## config.mk

```make
export PLATFORM = sky130hd
export DESIGN_NAME = sm83_mem_bridge
export DESIGN_NICKNAME = d
export VERILOG_FILES = /design/src/rtl/sm83_mem_bridge.sv
export SDC_FILE = /design/constraint.sdc
export NUM_CORES = 1
export LEC_CHECK = 0
export ABC_AREA = 1
export CORE_MARGIN = 4
export CORE_UTILIZATION = 52
export DETAILED_ROUTE_END_ITERATION = 8
export GPL_ROUTABILITY_DRIVEN = 1
export GPL_TIMING_DRIVEN = 0
export HOLD_SLACK_MARGIN = 0.03
export MAX_ROUTING_LAYER = met4
export PLACE_DENSITY = 0.83
export SLEW_MARGIN = 10
export SYNTH_ARGS = -nofsm -noshare
export SYNTH_HDL_FRONTEND = slang
export SYNTH_SLANG_ARGS = --single-unit
```

## constraint.sdc

```tcl
create_clock -name CLK -period 3.2 [get_ports CLK]
set_input_delay 0.32 -clock CLK [delete_from_list [all_inputs] [get_ports CLK]]
set_output_delay 0.32 -clock CLK [all_outputs]
set_load 0.1 [all_outputs]
```

## src/rtl/sm83_mem_bridge.sv

```systemverilog
// sm83_mem_bridge: resynchronises SM83 bus strobes into CLK and turns them into req/ack memory transactions with a boot-ROM overlay
module sm83_mem_bridge #(
   parameter int          SYNC_STAGES = 2,
   parameter int          BOOT_SIZE   = 256,
   parameter logic [15:0] BOOT_REG    = 16'hFF50
) (
   input  logic                         CLK,
   input  logic                         nRESET,
   input  logic [15:0]                  A,
   input  logic [7:0]                   D_IN,
   output logic [7:0]                   D_OUT,
   output logic                         D_OE,
   input  logic                         RD,
   input  logic                         WR,
   input  logic                         MREQ,
   output logic                         mem_req,
   output logic                         mem_we,
   output logic [15:0]                  mem_addr,
   output logic [7:0]                   mem_wdata,
   input  logic                         mem_ack,
   input  logic [7:0]                   mem_rdata,
   output logic [$clog2(BOOT_SIZE)-1:0] boot_addr,
   input  logic [7:0]                   boot_data,
   output logic                         boot_en,
   output logic                         overrun
);
   localparam int BW = $clog2(BOOT_SIZE);
   localparam logic [16:0] BOOT_LIM = 17'(BOOT_SIZE);
   typedef enum logic [2:0] {IDLE, RD_BOOT, RD_MEM, RD_HOLD, WR_MEM} state_t;
   state_t state, state_n;
   logic [SYNC_STAGES-1:0] rd_sync, wr_sync, mreq_sync;
   logic [15:0] a_pipe [SYNC_STAGES+1];
   logic [7:0] d_pipe [SYNC_STAGES+1];
   logic rd_d, wr_d;
   logic [7:0] d_out_n, wdata_n;
   logic [15:0] addr_n;
   logic d_oe_n, req_n, we_n, boot_en_n, overrun_n;
   wire rd_s = rd_sync[SYNC_STAGES-1] & mreq_sync[SYNC_STAGES-1];
   wire wr_s = wr_sync[SYNC_STAGES-1];
   wire rd_rise = rd_s & ~rd_d;
   wire wr_fall = ~wr_s & wr_d;
   wire [15:0] a_q = a_pipe[0];
   // the last pipeline stage holds A/D as they stood the cycle before WR was first sampled low
   wire [15:0] wa = a_pipe[SYNC_STAGES];
   wire [7:0] wd = d_pipe[SYNC_STAGES];
   wire is_boot = boot_en && ({1'b0, a_q} < BOOT_LIM);
   assign boot_addr = (state == IDLE) ? a_q[BW-1:0] : mem_addr[BW-1:0];
   // strobe synchronisers
   always_ff @(posedge CLK) begin
      if (!nRESET) begin
         rd_sync   <= '0;
         wr_sync   <= '0;
         mreq_sync <= '0;
      end else begin
         rd_sync   <= {rd_sync[SYNC_STAGES-2:0], RD};
         wr_sync   <= {wr_sync[SYNC_STAGES-2:0], WR};
         mreq_sync <= {mreq_sync[SYNC_STAGES-2:0], MREQ};
      end
   end
   // address/data delay line aligned with the strobe synchronisers
   always_ff @(posedge CLK) begin
      a_pipe[0] <= A;
      d_pipe[0] <= D_IN;
      for (int i = 1; i <= SYNC_STAGES; i++) begin
         a_pipe[i] <= a_pipe[i-1];
         d_pipe[i] <= d_pipe[i-1];
      end
   end
   // state and registered bus outputs
   always_ff @(posedge CLK) begin
      if (!nRESET) begin
         state     <= IDLE;
         D_OUT     <= '0;
         D_OE      <= 1'b0;
         mem_req   <= 1'b0;
         mem_we    <= 1'b0;
         mem_addr  <= '0;
         mem_wdata <= '0;
         boot_en   <= 1'b1;
         overrun   <= 1'b0;
         rd_d      <= 1'b0;
         wr_d      <= 1'b0;
      end else begin
         state     <= state_n;
         D_OUT     <= d_out_n;
         D_OE      <= d_oe_n;
         mem_req   <= req_n;
         mem_we    <= we_n;
         mem_addr  <= addr_n;
         mem_wdata <= wdata_n;
         boot_en   <= boot_en_n;
         overrun   <= overrun_n;
         rd_d      <= rd_s;
         wr_d      <= wr_s;
      end
   end
   // next-state and output logic; a write edge wins over a simultaneous read edge
   always_comb begin
      state_n   = state;
      d_out_n   = D_OUT;
      d_oe_n    = D_OE;
      req_n     = mem_req;
      we_n      = mem_we;
      addr_n    = mem_addr;
      wdata_n   = mem_wdata;
      boot_en_n = boot_en;
      overrun_n = overrun | ((rd_rise | wr_fall) & ((state != IDLE) | (rd_rise & wr_fall)));
      case (state)
         IDLE: begin
            if (wr_fall) begin
               state_n = WR_MEM;
               req_n   = 1'b1;
               we_n    = 1'b1;
               addr_n  = wa;
               wdata_n = wd;
               if (wa == BOOT_REG && wd != '0) boot_en_n = 1'b0;
            end else if (rd_rise) begin
               addr_n  = a_q;
               we_n    = 1'b0;
               state_n = is_boot ? RD_BOOT : RD_MEM;
               req_n   = ~is_boot;
            end
         end
         RD_BOOT: begin
            state_n = RD_HOLD;
            d_out_n = boot_data;
            d_oe_n  = 1'b1;
         end
         RD_MEM: begin
            if (mem_ack) begin
               state_n = RD_HOLD;
               req_n   = 1'b0;
               d_out_n = mem_rdata;
               d_oe_n  = 1'b1;
            end
         end
         RD_HOLD: begin
            if (!rd_s) begin
               state_n = IDLE;
               d_oe_n  = 1'b0;
            end
         end
         WR_MEM: begin
            if (mem_ack) begin
               state_n = IDLE;
               req_n   = 1'b0;
            end
         end
         default: state_n = IDLE;
      endcase
   end
endmodule

```

Yosys cells after proc, flatten, opt, wreduce, memory -nomap -nowiden
Memories as Yosys holds them, arrays and structs flattened.
Index checks and enable logic that the tools add are counted.
Word-level totals
  memories kept: 2
  logic and storage cells: 76
  output and inout port bits: 45
  register bits after elaboration: 48
  bits in writable memories: 72
  input bits: 46
Memory list
  a_pipe: depth 3, bits a word 16, read ports 3, clocked after memory_dff 0, wr ports 3, RTL line 32  | logic [15:0] a_pipe [SYNC_STAGES+1];
  d_pipe: depth 3, bits a word 8, read ports 3, clocked after memory_dff 0, wr ports 3, RTL line 33  | logic [7:0] d_pipe [SYNC_STAGES+1];
Cells by class
  magnitude comparators: 1
  reduce and logical (&&, ||, !) cells: 17
  mux-type cells: 21
  bitwise operators: 11
  equality and inequality tests: 10
Operator list (count)
  two-way mux 16 bit: 2
  == test 16 bit, second input constant: 1
  < comparator 16 x 9 -> 1 bit, second input constant: 1
  two-way mux 8 bit: 2
  case mux 8 bit (2 select lines): 1
  two-way mux 3 bit: 5
  case mux 3 bit (5 select lines): 1
  AND reduction 3 bit: 3
  nonzero test 8 bit: 1
  two-way mux 1 bit: 7
  == test 3 x 2 -> 1 bit, second input constant: 2
  != test 2 bit, second input constant: 3
  AND reduction 2 bit: 3
  nonzero test 2 bit: 3
  nonzero test 3 bit: 2
  bitwise AND 1 bit: 5
  AND reduction 4 bit: 1
  == test 3 x 1 -> 1 bit, second input constant: 1
  == test 3 bit, second input constant: 1
  logical NOT 3 bit: 1
  != test 3 bit, second input constant: 1
  NOT 1 bit: 3
  OR 1 bit: 3
  case mux 1 bit (3 select lines): 1
  other kinds (5): 6

Logic depth before layout (Yosys ltp)
  word-level depth: 6
  gate-level depth with buffers: 8
  depth with buffers taken out: 8

Worst setup path after synthesis
OpenSTA, ideal clock, no wires.
  path type: flip-flop to output port
  from: register mem_addr[0]
  to: output port boot_addr[0]
  arrival: 1.732 ns
  cell stages (with the launch flop): 3
  data required time: 2.880 ns
  buffers on the path: 0
  slack: 1.148 ns
  path through: dfxtp_1 -> nand2_1 -> nand2_1
Between the ends
  longest elaborated chain between the ends: 1
Ends and longest elaborated chain
  from (decl): RTL line 18  | output logic [15:0] mem_addr,
  from (signal assigned): RTL line 89  | mem_addr <= addr_n;
  two-way mux 8 bit: RTL line 47  | assign boot_addr = (state == IDLE) ? a_q[BW-1:0] : mem_addr[BW-1:0];
  to (decl): RTL line 22  | output logic [$clog2(BOOT_SIZE)-1:0] boot_addr,
Every way passes these cells.

Worst setup path after layout
  from: register state[2]
  to: output port boot_addr[0]
Between the ends
  longest elaborated chain between the ends: 2
Ends and longest elaborated chain
  from (decl): RTL line 30  | state_t state, state_n;
  from (signal assigned): RTL line 84  | state <= state_n;
  logical NOT 3 bit: RTL line 47
  two-way mux 8 bit: RTL line 47
Every way passes these cells.

==> key figures <==
Place
  – GPL Wtd Cong: 0.8890
  – Post-Place Worst Slack: 741.8 ps
  – Port Buf Inserts: 89
  – Post-Place Cell Area: 4817 µm²
  – Post-DP HPWL: 6.094 mm

Floorplan
  – Die area: around 9000 µm²
  – # rows: 30
  – Die X: 93.56 µm
  – Initial core utilization: 54.81%
  – Core area: roughly 6900 µm²
  – Die Ht: 93.56 µm
  – I/O pin total: 91

Clock tree
  – Setup Fix Bufs, Post-CTS: 0
  – CTS tree: yes
  – H-Tree Depth: 4
  – CTS Root Cell: clkbuf_8
  – Post-CTS sizing: 0
  – Maximum clock insertion buffer count: 2
  – Clk Latency, worst-skew pair: 520 ps
  – # clock sinks: 120
  – CTS clk-pin slew, worst paths: 60 ps
  – CTS Buf Count: 17
  – # hold bufs at CTS: 0

Setup path
  – R2R Setup Slk: between 1500 and 2000 ps
  – Critical Path End Type: primary output
  – Worst r2r path cells: 7
  – CP endpoint: boot_addr[0]
  – Worst Setup Start Kind: register
  – Worst Path Max Fanout: 10
  – Capturing point of the worst reg2reg path: mem_addr[11]
  – Worst Path Arrival: 2660 ps
  – Critical path type: reg -> out
  – Crit path launch: state[2]
  – Reg2reg start: wr_sync[1]
  – Critical path required time: between 2000 and 3000 ps

Pwr
  – Pwr/cell area: 932.0 nW/µm²
  – Max VDD drop: 0.7371 mV
  – LEAKAGE: roughly 2.4 nW

Finish
  – ANT cells: 0
  – Most common cell after layout, fill and taps aside: dfxtp_1
  – Multi-input logic area: about 1200 µm²
  – Register Area: 2402 µm²
  – Layout cells sized above 1: 11.82%
  – Final net count: 583
  – Commonest cells after routing, fill and taps aside: dfxtp_1, nand2_1, clkdlybuf4s50_1
  – Filler cells: 457
  – Post-route cell area: 5376 µm²
  – Area Growth Syn to Fin: 41.26%

Run status
  – Status: complete, no violations

Route
  – Vias per cell: 4.859
  – Post-DRT Antenna Nets: 0
  – Post-DR wirelength/cell: between 10 and 15 µm
  – Pre-antenna DRT Iters: 8
  – WL final: 9.038 mm
  – Drt initial violations: 151
  – Drc violations: 0
  – Routed vias: 3139

Global route
  – Vias in the first global route: roughly 3200
  – Initial antenna violation count: 0
  – GRT overflow: 0
  – Total GRT Usage: around 23%
  – Global-route wire length before repair: 14.86 mm
  – Largest net degree at the start of global routing: 17

Synthesis
  – Post-synth top area share: 63.12%
  – Ys Warns: 0
  – Syn Nets: 475
  – Register area share after synthesis: a little over three fifths
  – Post-Syn Instances: 429
  – Synth Register Bits: 120
  – Cell variety after synth: 24
  – Top post-synthesis cells by area: dfxtp_1, nand2_1, nor2_1, o21ai_0, inv_1
  – Area leader, netlist: dfxtp_1
  – Synthesized area: roughly 3800 µm²
  – Syn Area/Cell: 8.872 µm²

STA
  – Slew Limit Fails: 0
  – RSZ-0062 raised after global routing: no
  – Clk_skew: 9.415 ps
  – Sum Neg Setup Slack: 0 ps
  – Setup-failing EPs final: 0
  – Setup WS post-layout: 222.8 ps
  – F_max: around 340 MHz
  – Worst slew margin: 32.06%
  – Tcrit/Tclk final: 93.04%
  – Final hold slack: 181.6 ps
  – Final Critical Period: ~3000 ps
  – Hold violation count in the final report: 0
  – Slew of the pin with the lowest slew margin: approximately 1000 ps

Hold path
  – Hold Crit Depth: 3
  – Worst hold path type: in -> reg

Flow run
  – Max Cap Violations: 0
==> final cells by class <==
type | instances | share of cell area [%]
buffer | 13 | 1.582
clock buffer | 17 | 7.703
clock inverter | 15 | 2.700
inverter | 28 | 2.048
multi-input combinational | 268 | 22.48
sequential | 120 | 44.68
tap | 96 | 2.234
timing repair buffer | 89 | 16.57
==> kinds of logic (layout without fill, tap and decap cells) <==
kind of cell	Yosys count	in the layout	share of synthesized area, %
flip-flops	120	120	63.12
AO/OA/AOI/OAI	50	50	7.002
buffers and inverters	41	162	5.128
AND/OR/NAND/NOR	218	218	24.75
==> metrics by stage <==
stage	cells	total power, mW	utilization, %
after global routing	646	5.204	77.42
after CTS	646	5.032	77.42
after floorplan	429	2.898	-
final	646	5.011	77.42
after global placement	614	3.247	69.37
after detailed placement	614	3.274	69.37
==> state kept, by name, indices dropped and copies added, names as in the netlist, 2 cells and up <==
name and flops:
mem_wdata 8, state 3, a_pipe 48, mreq_sync 2, d_pipe 24, wr_sync 2, rd_sync 2, mem_addr 16
D_OUT 8
==> Yosys cell counts <==
library cell,n
dfxtp_1,120
nand2_1,105
nor2_1,71
o21ai_0,40
inv_1,22
nand3_1,14
nor2_2,10
a21oi_1,7
clkbuf_1,6
nor2_4,6
nor3_1,5
buf_6,4
inv_2,4
buf_2,2
inv_4,2
nand2_4,2
nand3b_1,2
and2_1,1
buf_4,1
nand2_2,1
nand4_1,1
o211ai_1,1
o21ai_4,1
o21bai_1,1
==> worst min path at each step <==
stage | from | to | slack (ps)
after floorplan | a_pipe[0][16] | a_pipe[0][32] | 310
after global placement | d_pipe[0][2] | d_pipe[0][10] | 310
after detailed placement | a_pipe[0][20] | a_pipe[0][36] | 310
after CTS | nRESET | mem_addr[14] | 160
after global routing | nRESET | state[0] | 210
final | nRESET | mem_addr[14] | 180
==> routing by layer <==
| metal | up-vias | routed length [µm] | global-route usage (%) |
|---|---|---|---|
| met5 | - | 0 | - |
| met4 | 0 | 219 | 11.43 |
| met3 | 22 | 663 | 6.034 |
| met2 | 116 | 4409 | 36.27 |
| met1 | 1443 | 3746 | 26.62 |
| li1 | 1558 | - | - |
==> power by group <==
part / switching [mW] / internal (mW) / total [mW] / leakage (nW)
combinational: 1.16 / 0.385 / 1.55 / 1.14
clock: 0.718 / 1.04 / 1.76 / 0.260
sequential: 0.0775 / 1.63 / 1.70 / 0.999
==> critical path, cell delays in order (launching register included) <==
cell             delay, ps
dfxtp_1                410
inv_1                  150
nand2_4                140
buf_6                  170
nand2_1                 70
nand2_1                 70
clkdlybuf4s50_1       1130
Power figures use the tool's default switching activity.
